===== src/rtl/drop_pkg.sv =====
// Shared encodings and defaults for the drop scheduler slice.
package drop_pkg;

   localparam int unsigned DEF_NUM_COLS = 8;
   localparam int unsigned DEF_COL_W    = 3;

   localparam logic [1:0] LVL_EASY    = 2'd0;
   localparam logic [1:0] LVL_NORMAL  = 2'd1;
   localparam logic [1:0] LVL_EXTREME = 2'd2;
   localparam logic [1:0] LVL_PAUSE   = 2'd3;

   typedef enum logic [1:0] {
      READY = 2'd0,
      COOL  = 2'd1,
      HOLD  = 2'd2
   } state_t;

endpackage


===== src/rtl/drop_fifo.sv =====
// Show-ahead FIFO for pending spawn columns; DEPTH must be a power of 2 and >= 2.
module drop_fifo #(
   parameter int unsigned DEPTH = 4,
   parameter int unsigned W     = 3,
   localparam int unsigned AW   = $clog2(DEPTH)
) (
   input  logic          clk,
   input  logic          rst_n,
   input  logic          push,
   input  logic [W-1:0]  din,
   input  logic          pop,
   output logic [W-1:0]  dout_c,
   output logic [AW:0]   count,
   output logic          full_c,
   output logic          empty_c,
   output logic          push_ok_c
);

   logic [W-1:0]  mem [DEPTH];
   logic [AW-1:0] wr_ptr;
   logic [AW-1:0] rd_ptr;
   logic          do_pop_c;

   // Status decode; a push into a full FIFO is still taken when a pop frees the slot.
   always_comb begin
      full_c    = (count == (AW+1)'(DEPTH));
      empty_c   = (count == '0);
      do_pop_c  = pop & ~empty_c;
      push_ok_c = push & (~full_c | do_pop_c);
      dout_c    = mem[rd_ptr];
   end

   // Storage, pointers and occupancy.
   always_ff @(posedge clk or negedge rst_n) begin
      if (!rst_n) begin
         for (int i = 0; i < int'(DEPTH); i++) mem[i] <= '0;
         wr_ptr <= '0;
         rd_ptr <= '0;
         count  <= '0;
      end else begin
         if (push_ok_c) begin
            mem[wr_ptr] <= din;
            wr_ptr      <= wr_ptr + AW'(1);
         end
         if (do_pop_c) rd_ptr <= rd_ptr + AW'(1);
         case ({push_ok_c, do_pop_c})
            2'b10:   count <= count + (AW+1)'(1);
            2'b01:   count <= count - (AW+1)'(1);
            default: count <= count;
         endcase
      end
   end

endmodule


===== src/rtl/drop_scheduler.sv =====
// Turns difficulty-selected LFSR triggers into spaced spawn requests queued for the renderer.
module drop_scheduler
   import drop_pkg::*;
#(
   parameter int unsigned NUM_COLS   = DEF_NUM_COLS,
   parameter int unsigned COL_W      = DEF_COL_W,
   parameter int unsigned COOLDOWN   = 4,
   parameter int unsigned FIFO_DEPTH = 4,
   localparam int unsigned CNT_W     = $clog2(FIFO_DEPTH) + 1
) (
   input  logic             clk,
   input  logic             rst_n,
   input  logic             tick,
   input  logic [1:0]       level,
   input  logic             easy_t,
   input  logic             normal_t,
   input  logic             extreme_t,
   input  logic [COL_W-1:0] col_seed,
   output logic             spawn_valid,
   output logic [COL_W-1:0] spawn_col,
   input  logic             spawn_ready,
   output logic [CNT_W-1:0] pending,
   output logic             overflow
);

   localparam int unsigned SEED_W = COL_W + 1;
   localparam int unsigned CD_W   = 4;

   state_t           state;
   logic [CD_W-1:0]  cooldown;
   logic [COL_W-1:0] last_col;

   logic             trig_c;
   logic [SEED_W-1:0] seed_ext_c;
   logic [COL_W-1:0] base_c;
   logic [COL_W-1:0] col_c;
   logic             push_req_c;
   logic             pop_c;
   logic             push_ok_c;
   logic             full_c;
   logic             empty_c;
   logic [COL_W-1:0] head_c;

   // Trigger for the current difficulty; pause never triggers.
   always_comb begin
      trig_c = 1'b0;
      case (level)
         LVL_EASY:    trig_c = easy_t;
         LVL_NORMAL:  trig_c = normal_t;
         LVL_EXTREME: trig_c = extreme_t;
         default:     trig_c = 1'b0;
      endcase
   end

   // Fold the seed into range, then step past the previous column to avoid repeats.
   always_comb begin
      seed_ext_c = {1'b0, col_seed};
      if (seed_ext_c < SEED_W'(NUM_COLS)) base_c = col_seed;
      else                                 base_c = COL_W'(seed_ext_c - SEED_W'(NUM_COLS));
      col_c = base_c;
      if (base_c == last_col)
         col_c = (base_c == COL_W'(NUM_COLS - 1)) ? '0 : base_c + COL_W'(1);
   end

   // Push requests only come from READY on a ticked cycle; pops follow the handshake.
   always_comb begin
      push_req_c = tick & (state == READY) & trig_c;
      pop_c      = spawn_valid & spawn_ready;
   end

   drop_fifo #(
      .DEPTH (FIFO_DEPTH),
      .W     (COL_W)
   ) u_fifo (
      .clk       (clk),
      .rst_n     (rst_n),
      .push      (push_req_c),
      .din       (col_c),
      .pop       (pop_c),
      .dout_c    (head_c),
      .count     (pending),
      .full_c    (full_c),
      .empty_c   (empty_c),
      .push_ok_c (push_ok_c)
   );

   // Head of queue is presented directly from the FIFO registers.
   always_comb begin
      spawn_valid = ~empty_c;
      spawn_col   = head_c;
   end

   // Spacing FSM plus the lost-spawn pulse; nothing moves except on ticks.
   always_ff @(posedge clk or negedge rst_n) begin
      if (!rst_n) begin
         state    <= READY;
         cooldown <= '0;
         last_col <= '0;
         overflow <= 1'b0;
      end else begin
         overflow <= push_req_c & ~push_ok_c;
         if (tick) begin
            case (state)
               READY: begin
                  if (level == LVL_PAUSE) begin
                     state <= HOLD;
                  end else if (push_ok_c) begin
                     cooldown <= CD_W'(COOLDOWN);
                     last_col <= col_c;
                     state    <= COOL;
                  end
               end
               COOL: begin
                  if (level == LVL_PAUSE) begin
                     state <= HOLD;
                  end else begin
                     cooldown <= cooldown - CD_W'(1);
                     if (cooldown <= CD_W'(1)) state <= READY;
                  end
               end
               HOLD: begin
                  if (level != LVL_PAUSE) state <= (cooldown != '0) ? COOL : READY;
               end
               default: state <= READY;
            endcase
         end
      end
   end

endmodule


===== config.mk =====
export PLATFORM = sky130hd
export DESIGN_NAME = drop_scheduler
export DESIGN_NICKNAME = d
export VERILOG_FILES = /design/src/rtl/drop_pkg.sv /design/src/rtl/drop_fifo.sv /design/src/rtl/drop_scheduler.sv
export SDC_FILE = /design/constraint.sdc
export NUM_CORES = 1
export LEC_CHECK = 0
export BUFFER_PORTS_ARGS = -buffer_cell sky130_fd_sc_hd__buf_2
export CELL_PAD_IN_SITES_DETAIL_PLACEMENT = 0
export CELL_PAD_IN_SITES_GLOBAL_PLACEMENT = 1
export CORE_ASPECT_RATIO = 1.25
export CORE_MARGIN = 2
export CORE_UTILIZATION = 46
export DETAILED_ROUTE_END_ITERATION = 8
export PLACE_DENSITY = 0.83
export SETUP_SLACK_MARGIN = 0.4
export SKIP_CTS_REPAIR_TIMING = 1
export SLEW_MARGIN = 20
export SYNTH_ARGS = -nofsm -noshare
export SYNTH_HDL_FRONTEND = slang
export SYNTH_SLANG_ARGS = --single-unit

===== constraint.sdc =====
create_clock -name clk -period 2.3 [get_ports clk]
set_input_delay 0.345 -clock clk [delete_from_list [all_inputs] [get_ports clk]]
set_output_delay 0.345 -clock clk [all_outputs]
set_load 0.05 [all_outputs]

# --- Word level (Yosys, flattened, before mapping) ---
# Cells that the tools add are included.
word_totals:
  regBits: 29
  output_inout_bits: 8
classes:
  addsub: 6
  magnitude_cmp: 4
  eq_ne: 17
  muxes: 21
  bitwise_logic: 13
  n_reduce_logical: 10
ops:
  columns: ["cell", "n"]
  rows:
  - ["3-bit 2-to-1 mux", 5]
  - ["12-bit bitwise mux", 1]
  - ["4-bit 2-to-1 mux", 3]
  - ["2-bit 2-to-1 mux", 5]
  - ["2-bit inequality test, second input constant", 5]
  - ["2-bit == test, second input constant", 4]
  - ["4-bit case mux with 2 select lines", 1]
  - ["4-bit AND reduction", 2]
  - ["3-bit by 1-bit adder with 3-bit output, second input constant", 2]
  - ["1-bit bitwise AND", 6]
  - ["3-bit binary-select mux with 2-bit select", 1]
  - ["3-bit demux with 2-bit select", 1]
  - ["2-bit by 1-bit == test with 1-bit output, second input constant", 3]
  - ["3-bit == test, second input constant", 2]
  - ["3-bit greater-or-equal comparator, second input constant", 2]
  - ["2-bit inverter with 3-bit output", 2]
  - ["2-bit case mux with 3 select lines", 1]
  - ["3-bit case mux with 2 select lines", 1]
  - ["5-bit AND reduction", 1]
  - ["2-bit by 1-bit adder with 2-bit output, second input constant", 2]
  - ["4-bit by 1-bit <= comparator with 1-bit output, second input constant", 1]
  - ["2-bit zero test", 2]
  - ["1-bit inverter", 4]
  - ["2-bit nonzero test", 2]
  - ["12 further kinds", 12]

# --- Depth between registers and ports, before layout ---
# Gate-level depths: netlist of run 1.
depth:
  ltp_word: 9
  ltp_mapped: 8

# --- Hierarchy ---
# From an unflattened synthesis of run 1, not the netlist that was laid out.
hier_totals:
  hier_cells: 145
  area_unflattened_um2: 1690.4
by_module_without_submodules:
  columns: ["module", "n_inst", "cells_per_inst", "area_per_inst_um2"]
  rows:
  - ["drop_fifo", 1, 70, 957.2]
  - ["drop_scheduler", 1, 75, 733.2]

# --- Worst setup path before layout of run 1 ---
# OpenSTA, ideal clock, no wires.
synth_path:
  path_kind: "reg-to-reg"
  startpoint: "reg u_fifo.count[0]"
  endpoint: "reg u_fifo.count[2]"
  setup_ns: 0.141
  arrival_ns: 2.344
  slack_ns: -0.186
  stages_incl_launch_ff: 8
  n_path_buf: 0
  cell_sequence: "dfrtp_1 or3_1 nand2_1 nor2b_1 fa_1 and2_1 a22oi_1 xnor2_1"
synth_via:
  elab_chain_cells: 8
synth_rtl:
  columns: ["item", "line_no", "source"]
  rows:
  - ["from (decl)", "drop_fifo.sv:13", "output logic [AW:0] count,"]
  - ["from (signal assigned)", "drop_fifo.sv:47", "2'b10: count <= count + (AW+1)'(1);"]
  - ["from (signal assigned)", "drop_fifo.sv:48", "2'b01: count <= count - (AW+1)'(1);"]
  - ["from (signal assigned)", "drop_fifo.sv:49", "default: count <= count;"]
  - ["3-bit zero test (*)", "drop_fifo.sv:27", "empty_c = (count == '0);"]
  - ["1-bit inverter (*)", "drop_scheduler.sv:89", "spawn_valid = ~empty_c;"]
  - ["net spawn_valid", "drop_scheduler.sv:19", "output logic spawn_valid,"]
  - ["1-bit bitwise AND", "drop_scheduler.sv:68", "pop_c = spawn_valid & spawn_ready;"]
  - ["1-bit bitwise AND (*)", "drop_fifo.sv:28", "do_pop_c = pop & ~empty_c;"]
  - ["1-bit OR", "drop_fifo.sv:29", "push_ok_c = push & (~full_c | do_pop_c);"]
  - ["1-bit bitwise AND", "drop_fifo.sv:29", null]
  - ["2-bit by 1-bit == test with 1-bit output / 2-bit == test (equally long branches)", "drop_fifo.sv:46", "case ({push_ok_c, do_pop_c})"]
  - ["3-bit case mux with 2 select lines / 2-bit nonzero test (equally long branches)", null, null]
# The timed path passes the listed nets; every way through them passes the cells marked *.
# A chain may end at the register's enable or synchronous reset.

# --- Worst setup path in the final report of run 1 ---
layout_path:
  startpoint: "reg state[1]"
  endpoint: "reg u_fifo.count[2]"
layout_via:
  elab_chain_cells: 6
layout_rtl:
  columns: ["item", "line_no", "source"]
  rows:
  - ["from (decl)", "drop_scheduler.sv:29", "state_t state;"]
  - ["from (signal assigned)", "drop_scheduler.sv:122", "if (level != LVL_PAUSE) state <= (cooldown != '0) ? COOL : READY;"]
  - ["2-bit zero test (*)", "drop_scheduler.sv:67", "push_req_c = tick & (state == READY) & trig_c;"]
  - ["1-bit bitwise AND (*) (2 in a row)", "drop_scheduler.sv:67", null]
  - ["1-bit bitwise AND (*)", "drop_fifo.sv:29", null]
  - ["2-bit by 1-bit == test with 1-bit output / 2-bit == test (equally long branches)", "drop_fifo.sv:46", null]
  - ["3-bit case mux with 2 select lines / 2-bit nonzero test (equally long branches)", null, null]
# Every way passes the cells marked *; elsewhere a longest branch is shown, timed or not.

==> metrics.cfg, run 1 <==
[outcome]
status = completed

[timing]
clock_skew_ns = 0.00430
slew_violations = 0
hold_violations = 0
period_share_pct = 87.2
slew_headroom_pct = 57.3
worst_pin_slew_ns = 0.640
fin_tns_setup_ns = 0
fin_crit_ns = 2.01
setup_viol = 0
fmax_mhz = 499
fin_ws_ns = 0.294
rsz0062_at_grt = yes

[synth]
seq_area_frac_synth_pct = 46.4
synth_warnings = 0
yosys_register_bits = 29
syn-cell-area_um2 = 1570
syn-num-nets = 147
synthCells = 125
synth.distinct_cells = 36
avgSynthCellArea_um2 = 12.5

[clock_tree]
worst_skew_pair.late_latency_ns = 0.28
numCtsBuffers = 5
cts-root-buf = clkbuf_8
cts_tree = built
htree_levels = 2
clkTransAtPathRegs_ns = 0.06
clockBufferDepth = 2
clock-sinks = 29

[power_and_ir_drop]
sw_frac_of_total_pct = 41.0
power_frac_comb_pct = 45.9
pwr-share-clk_pct = 15.7
switchingPower_w = 0.00104
ir_worst_vdd_uv = 828
pwr-share-seq_pct = 38.4
p_leak_nw = 0.856
power_w = 0.00253
power_density_nw_per_um2 = 1370
internal-power_w = 0.00149

[detailed_routing]
finalWirelength_mm = 2.72
ant_nets = 0
wl_per_cell_um = 14.3
drc = 0
dr.first_iter.drc_count = 15
via_count = 1022
vias_per_cell = 5.38
drt_pass1_iterations = 4

[placed_design]
portBuffers = 19
place_congestion = 0.726
place_ws_ns = 0.0589
hpwl_mm = 2.00

[worst_hold_path]
hold_path.class = primary input to async pin

[cells_and_area]
mostFrequentLayoutCell = dfrtp_1
layout_common_cells = 25 x dfrtp_1, 19 x mux2_2, 19 x buf_2
syn_to_final_growth_pct = 18.0
final_nets = 174
diodes = 0
fillers = 277
drive_above_1_share_pct = 46.4

[job]
maxCapViolations = 0

[floorplanning]
core_um2 = 3220
initial_core_util_pct = 48.6
io_pins = 20
rows = 23
dieWidth_um = 56.2
die_y_um = 69.2
die_area_um2 = 3890

[worst_setup_path]
cp_data_required_time_ns = 2.50
cp.arrival_ns = 2.20
path_max_fanout = 5
worst_setup_path_start_kind = flop
critPathCaptureType = flop
crit_type = flop to flop

[global_routing]
grt_overflow = 0
grt_use_total_pct = 15.8
grt_pass1_vias = 1078
grt_pass1_wl_mm = 4.76
grt_max_degree = 30
antenna_found_initial = 0

worst paths after layout:
| kind | start | to | slack (ns) | cells past startpoint |
|---|---|---|---|---|
| max | state[1]$_DFFE_PN0P_ | u_fifo.count[2]$_DFFE_PN0P_ | 0.29 | 8 |
| min reg2reg | cooldown[1]$_DFFE_PN0P_ | cooldown[1]$_DFFE_PN0P_ | 0.48 | 1 |
| min | rst_n | u_fifo.mem[9]$_DFFE_PN0P_ | 0.09 | 1 |
| max reg2reg | state[1]$_DFFE_PN0P_ | u_fifo.count[2]$_DFFE_PN0P_ | 0.29 | 8 |
| min in group clk | spawn_ready | u_fifo.rd_ptr[1]$_DFFE_PN0P_ | 0.37 | 3 |
| max in group asynchronous | rst_n | u_fifo.count[1]$_DFFE_PN0P_ | 1.75 | 1 |
worst max-delay path, stage by stage, from the launching register on:
cell,delay [ns]
dfrtp_1,0.42
a21oi_2,0.15
nand2_2,0.06
or3_4,0.39
nor2b_4,0.14
fa_2,0.36
and2_4,0.15
a22oi_2,0.13
xnor2_1,0.13
synth_stat cells (all sizes together):
master    n  area share [%]
a21boi    2            0.96
a21o      2            0.96
a21oi     5             1.6
a22oi     1            0.48
and2      1            0.40
buf       1            0.72
clkbuf    1            0.24
dfrtp    29              46
fa        1             1.3
ha        9             7.2
inv       6             1.4
mux2     21              16
mux2i     1            0.64
mux4      3             4.3
nand2     8             2.1
nand2b    1            0.40
nand3     2            0.64
nand3b    1            0.48
nand4     1            0.40
nor2      4            0.96
nor2b     1            0.40
nor3      4             1.3
nor4b     1             1.5
o2111ai   1            0.56
o21a      1            0.48
o21ai     3            0.96
o21bai    1            0.48
o2bb2ai   1            0.56
or2       1            0.40
or3       2             1.1
or4b      1            0.64
xnor2     4             2.2
xor2      4             2.2
kinds of logic after synthesis:
kind of cell             after synthesis  synth area share (%)
flip-flops                            29                  46.4
AND/OR/NAND/NOR                       28                  10.7
multiplexers                          25                  20.5
AO/OA/AOI/OAI                         17                  7.03
adder cells (fa/ha/maj)               10                  8.47
XOR/XNOR                               8                  4.48
buffers and inverters                  8                  2.40
power groups by stage:
stage	Sequential [W]	Combinational [W]	Clock, W
final	0.000970	0.00116	0.000397
after global routing	0.00101	0.00126	0.000437
after detailed placement	0.000981	0.00113	0
after floorplan	0.00100	0.000857	0
after CTS	0.000971	0.00113	0.000410
after global placement	0.000959	0.00109	0
metal layers:
layer	GRT usage [%]	vias up	wire length (um)
met2	26.1	17	1420
met3	5.60	3	95
li1	-	495	-
met4	5.56	0	24
met5	0	-	0
met1	18.8	507	1180
flip-flops by register name (all words and copies together) (netlist names):
register       cells
u_fifo.mem        12
overflow           1
u_fifo.rd_ptr      2
state              2
last_col           3
cooldown           4
u_fifo.count       3
u_fifo.wr_ptr      2
cell type report:
type                    count  area, um2  share of cell area, %
repair buffers             22        118                   6.37
multi-input cells          88        850                   46.0
clock buffers               8       80.1                   4.34
inverters                   6       22.5                   1.22
well taps                  37       46.3                   2.51
flip-flops and latches     29        731                   39.6
stage by stage:
step / hold WS (ns) / utilization, % / area [um2] / instances
after global routing: 0.149 / 57.3 / 1850 / 190
after CTS: 0.106 / 56.3 / 1810 / 189
after detailed placement: 0.407 / 53.8 / 1730 / 181
after floorplan: 0.0494 / - / 1590 / 125
after global placement: 0.397 / 53.8 / 1730 / 181
final: 0.0916 / 57.3 / 1850 / 190
Note: power is estimated with default switching activity, not from simulation.
==> run 2, diff against run 1 <==
--- a/config.mk
+++ b/config.mk
@@ -6,9 +6,10 @@
 export NUM_CORES = 1
 export LEC_CHECK = 0
 export BUFFER_PORTS_ARGS = -buffer_cell sky130_fd_sc_hd__buf_2
+export CAP_MARGIN = 20
 export CELL_PAD_IN_SITES_DETAIL_PLACEMENT = 0
 export CELL_PAD_IN_SITES_GLOBAL_PLACEMENT = 1
-export CORE_ASPECT_RATIO = 1.25
+export CORE_ASPECT_RATIO = 0.8
 export CORE_MARGIN = 2
 export CORE_UTILIZATION = 46
 export DETAILED_ROUTE_END_ITERATION = 8
==> run 2 against run 1 <==
Effect of this change:
- first-iteration DRC count up 80%
- routed wire length up 8.0%
- total power up 1.2%
- combinational power about the same
- worst hold slack worse by 0.018 ns
- global-route usage up 1.3 points
- clock skew up 0.0047 ns
- cell count up 3.2%
- non-clock buffer count up 3
==> metrics.cfg, run 2 (synthesis results as in run 1) <==
[floorplanning]
die_y_um = 56.2
dieWidth_um = 69.2
io_pins = 20
rows = 18
initial_core_util_pct = 49.3
die_area_um2 = 3890
core_um2 = 3180

[cells_and_area]
regMostFlops = u_fifo.mem
largest_reg_flops = 12
drive_above_1_share_pct = 48.1
mostFrequentLayoutCell = dfrtp_1
layout_common_cells = 26 x dfrtp_1, 19 x mux2_2, 19 x buf_2
final_nets = 177
fin_area_um2 = 1880
reg_top3 = u_fifo.mem (12), cooldown (4)
diodes = 0
syn_to_final_growth_pct = 20.2

[worst_setup_path]
cp_data_required_time_ns = 2.51
worst_path_max_delay_cell = dfrtp_1
crit_type = flop to flop
path_max_fanout = 3
crit_chain = a21oi_2 -> nand2_2 -> or3_4 -> nor2b_4 -> fa_2 -> and2_4 -> a22oi_2 -> xnor2_1
worst-path-stages = 8
r2r-start = state[1]$_DFFE_PN0P_
crit_family = simple AND/OR/NAND/NOR gates
timing.rr.end = u_fifo.count[2]$_DFFE_PN0P_
slowest_delay_ns = 0.40
r2r_setup_slack_ns = 0.28
critPathCaptureType = flop
worst_setup_path_start_kind = flop
cp.arrival_ns = 2.23
worstRegToRegCells = 8
path_buf_inv = 0
worstSetupStartpoint = state[1]$_DFFE_PN0P_
endpoint = u_fifo.count[2]$_DFFE_PN0P_

[timing]
slew_headroom_pct = 57.7
setup_viol = 0
fin_tns_setup_ns = 0
fin_ws_ns = 0.279
worst_pin_slew_ns = 0.635
slew_violations = 0
fin_hold_ws_ns = 0.0733
period_share_pct = 87.9
fin_crit_ns = 2.02
clock_skew_ns = 0.00896
rsz0062_at_grt = yes
fmax_mhz = 495
hold_violations = 0

[detailed_routing]
wl_met1_mm = 1.35
dr_wl_met2_mm = 1.38
drc = 0
finalWirelength_mm = 2.93
drt_pass1_iterations = 4
wl_met3_um = 122
top_layer = met4
wl_per_cell_um = 15.0
ant_nets = 0
vias_per_cell = 5.34
via_count = 1047
dr.first_iter.drc_count = 27

[global_routing]
grt_max_degree = 30
grt_overflow = 0
grt_pass1_wl_mm = 5.05
grt_use_total_pct = 17.1
grt_pass1_vias = 1041
antenna_found_initial = 0

[placed_design]
portBuffers = 19
place_ws_ns = 0.0196
hpwl_mm = 2.07
placed_area_um2 = 1740
place_congestion = 0.766

[clock_tree]
clockBufferDepth = 2
numCtsBuffers = 5
cts-root-buf = clkbuf_8
clock-sinks = 29
htree_levels = 2
worst_skew_pair.late_latency_ns = 0.29
clkTransAtPathRegs_ns = 0.07
cts_tree = built

[power_and_ir_drop]
ir_worst_vdd_uv = 509
power_density_nw_per_um2 = 1360
p_leak_nw = 0.879
power_w = 0.00256

[job]
maxCapViolations = 0

[outcome]
status = completed

[worst_hold_path]
hold_path.class = primary input to async pin

run 2: layer usage:
layer	track usage, %	vias up
met4	9.24	0
met2	24.0	16
met3	5.43	7
li1	-	505
met1	23.4	519
met5	0	-
run 2: report_power, final:
part | switching (W) | total (W) | internal, W
registers | 0.000213 | 0.000967 | 0.000755
clock network | 0.000203 | 0.000412 | 0.000209
logic | 0.000648 | 0.00118 | 0.000529
total | 0.00106 | 0.00256 | 0.00149
run 2: final cells by class:
cell class                 instances  area [um2]
fill                             282        1290
multi-input combinational         88         857
sequential                        29         729
timing repair buffer              25         140
clock buffer                       6        72.6
tap                               40        50.0
inverter                           6        22.5
clock inverter                     2        10.0
run 2: metrics by stage:
step	utilization, %	std cells
after floorplan	-	125
final	59.3	196
after CTS	57.3	192
after detailed placement	54.7	184
after global routing	59.3	196
after global placement	54.7	184
run 2: how the worst min path moves through the flow:
stage                     startpoint  slack, ns  cells past startpoint                   endpoint
after floorplan                rst_n       0.05                      0    cooldown[0]$_DFFE_PN0P_
after global placement         rst_n       0.40                      1  u_fifo.mem[9]$_DFFE_PN0P_
after detailed placement       rst_n       0.41                      1  u_fifo.mem[9]$_DFFE_PN0P_
after CTS                      rst_n       0.09                      1  u_fifo.mem[9]$_DFFE_PN0P_
after global routing           rst_n       0.12                      1  u_fifo.mem[8]$_DFFE_PN0P_
final                          rst_n       0.07                      1  u_fifo.mem[9]$_DFFE_PN0P_
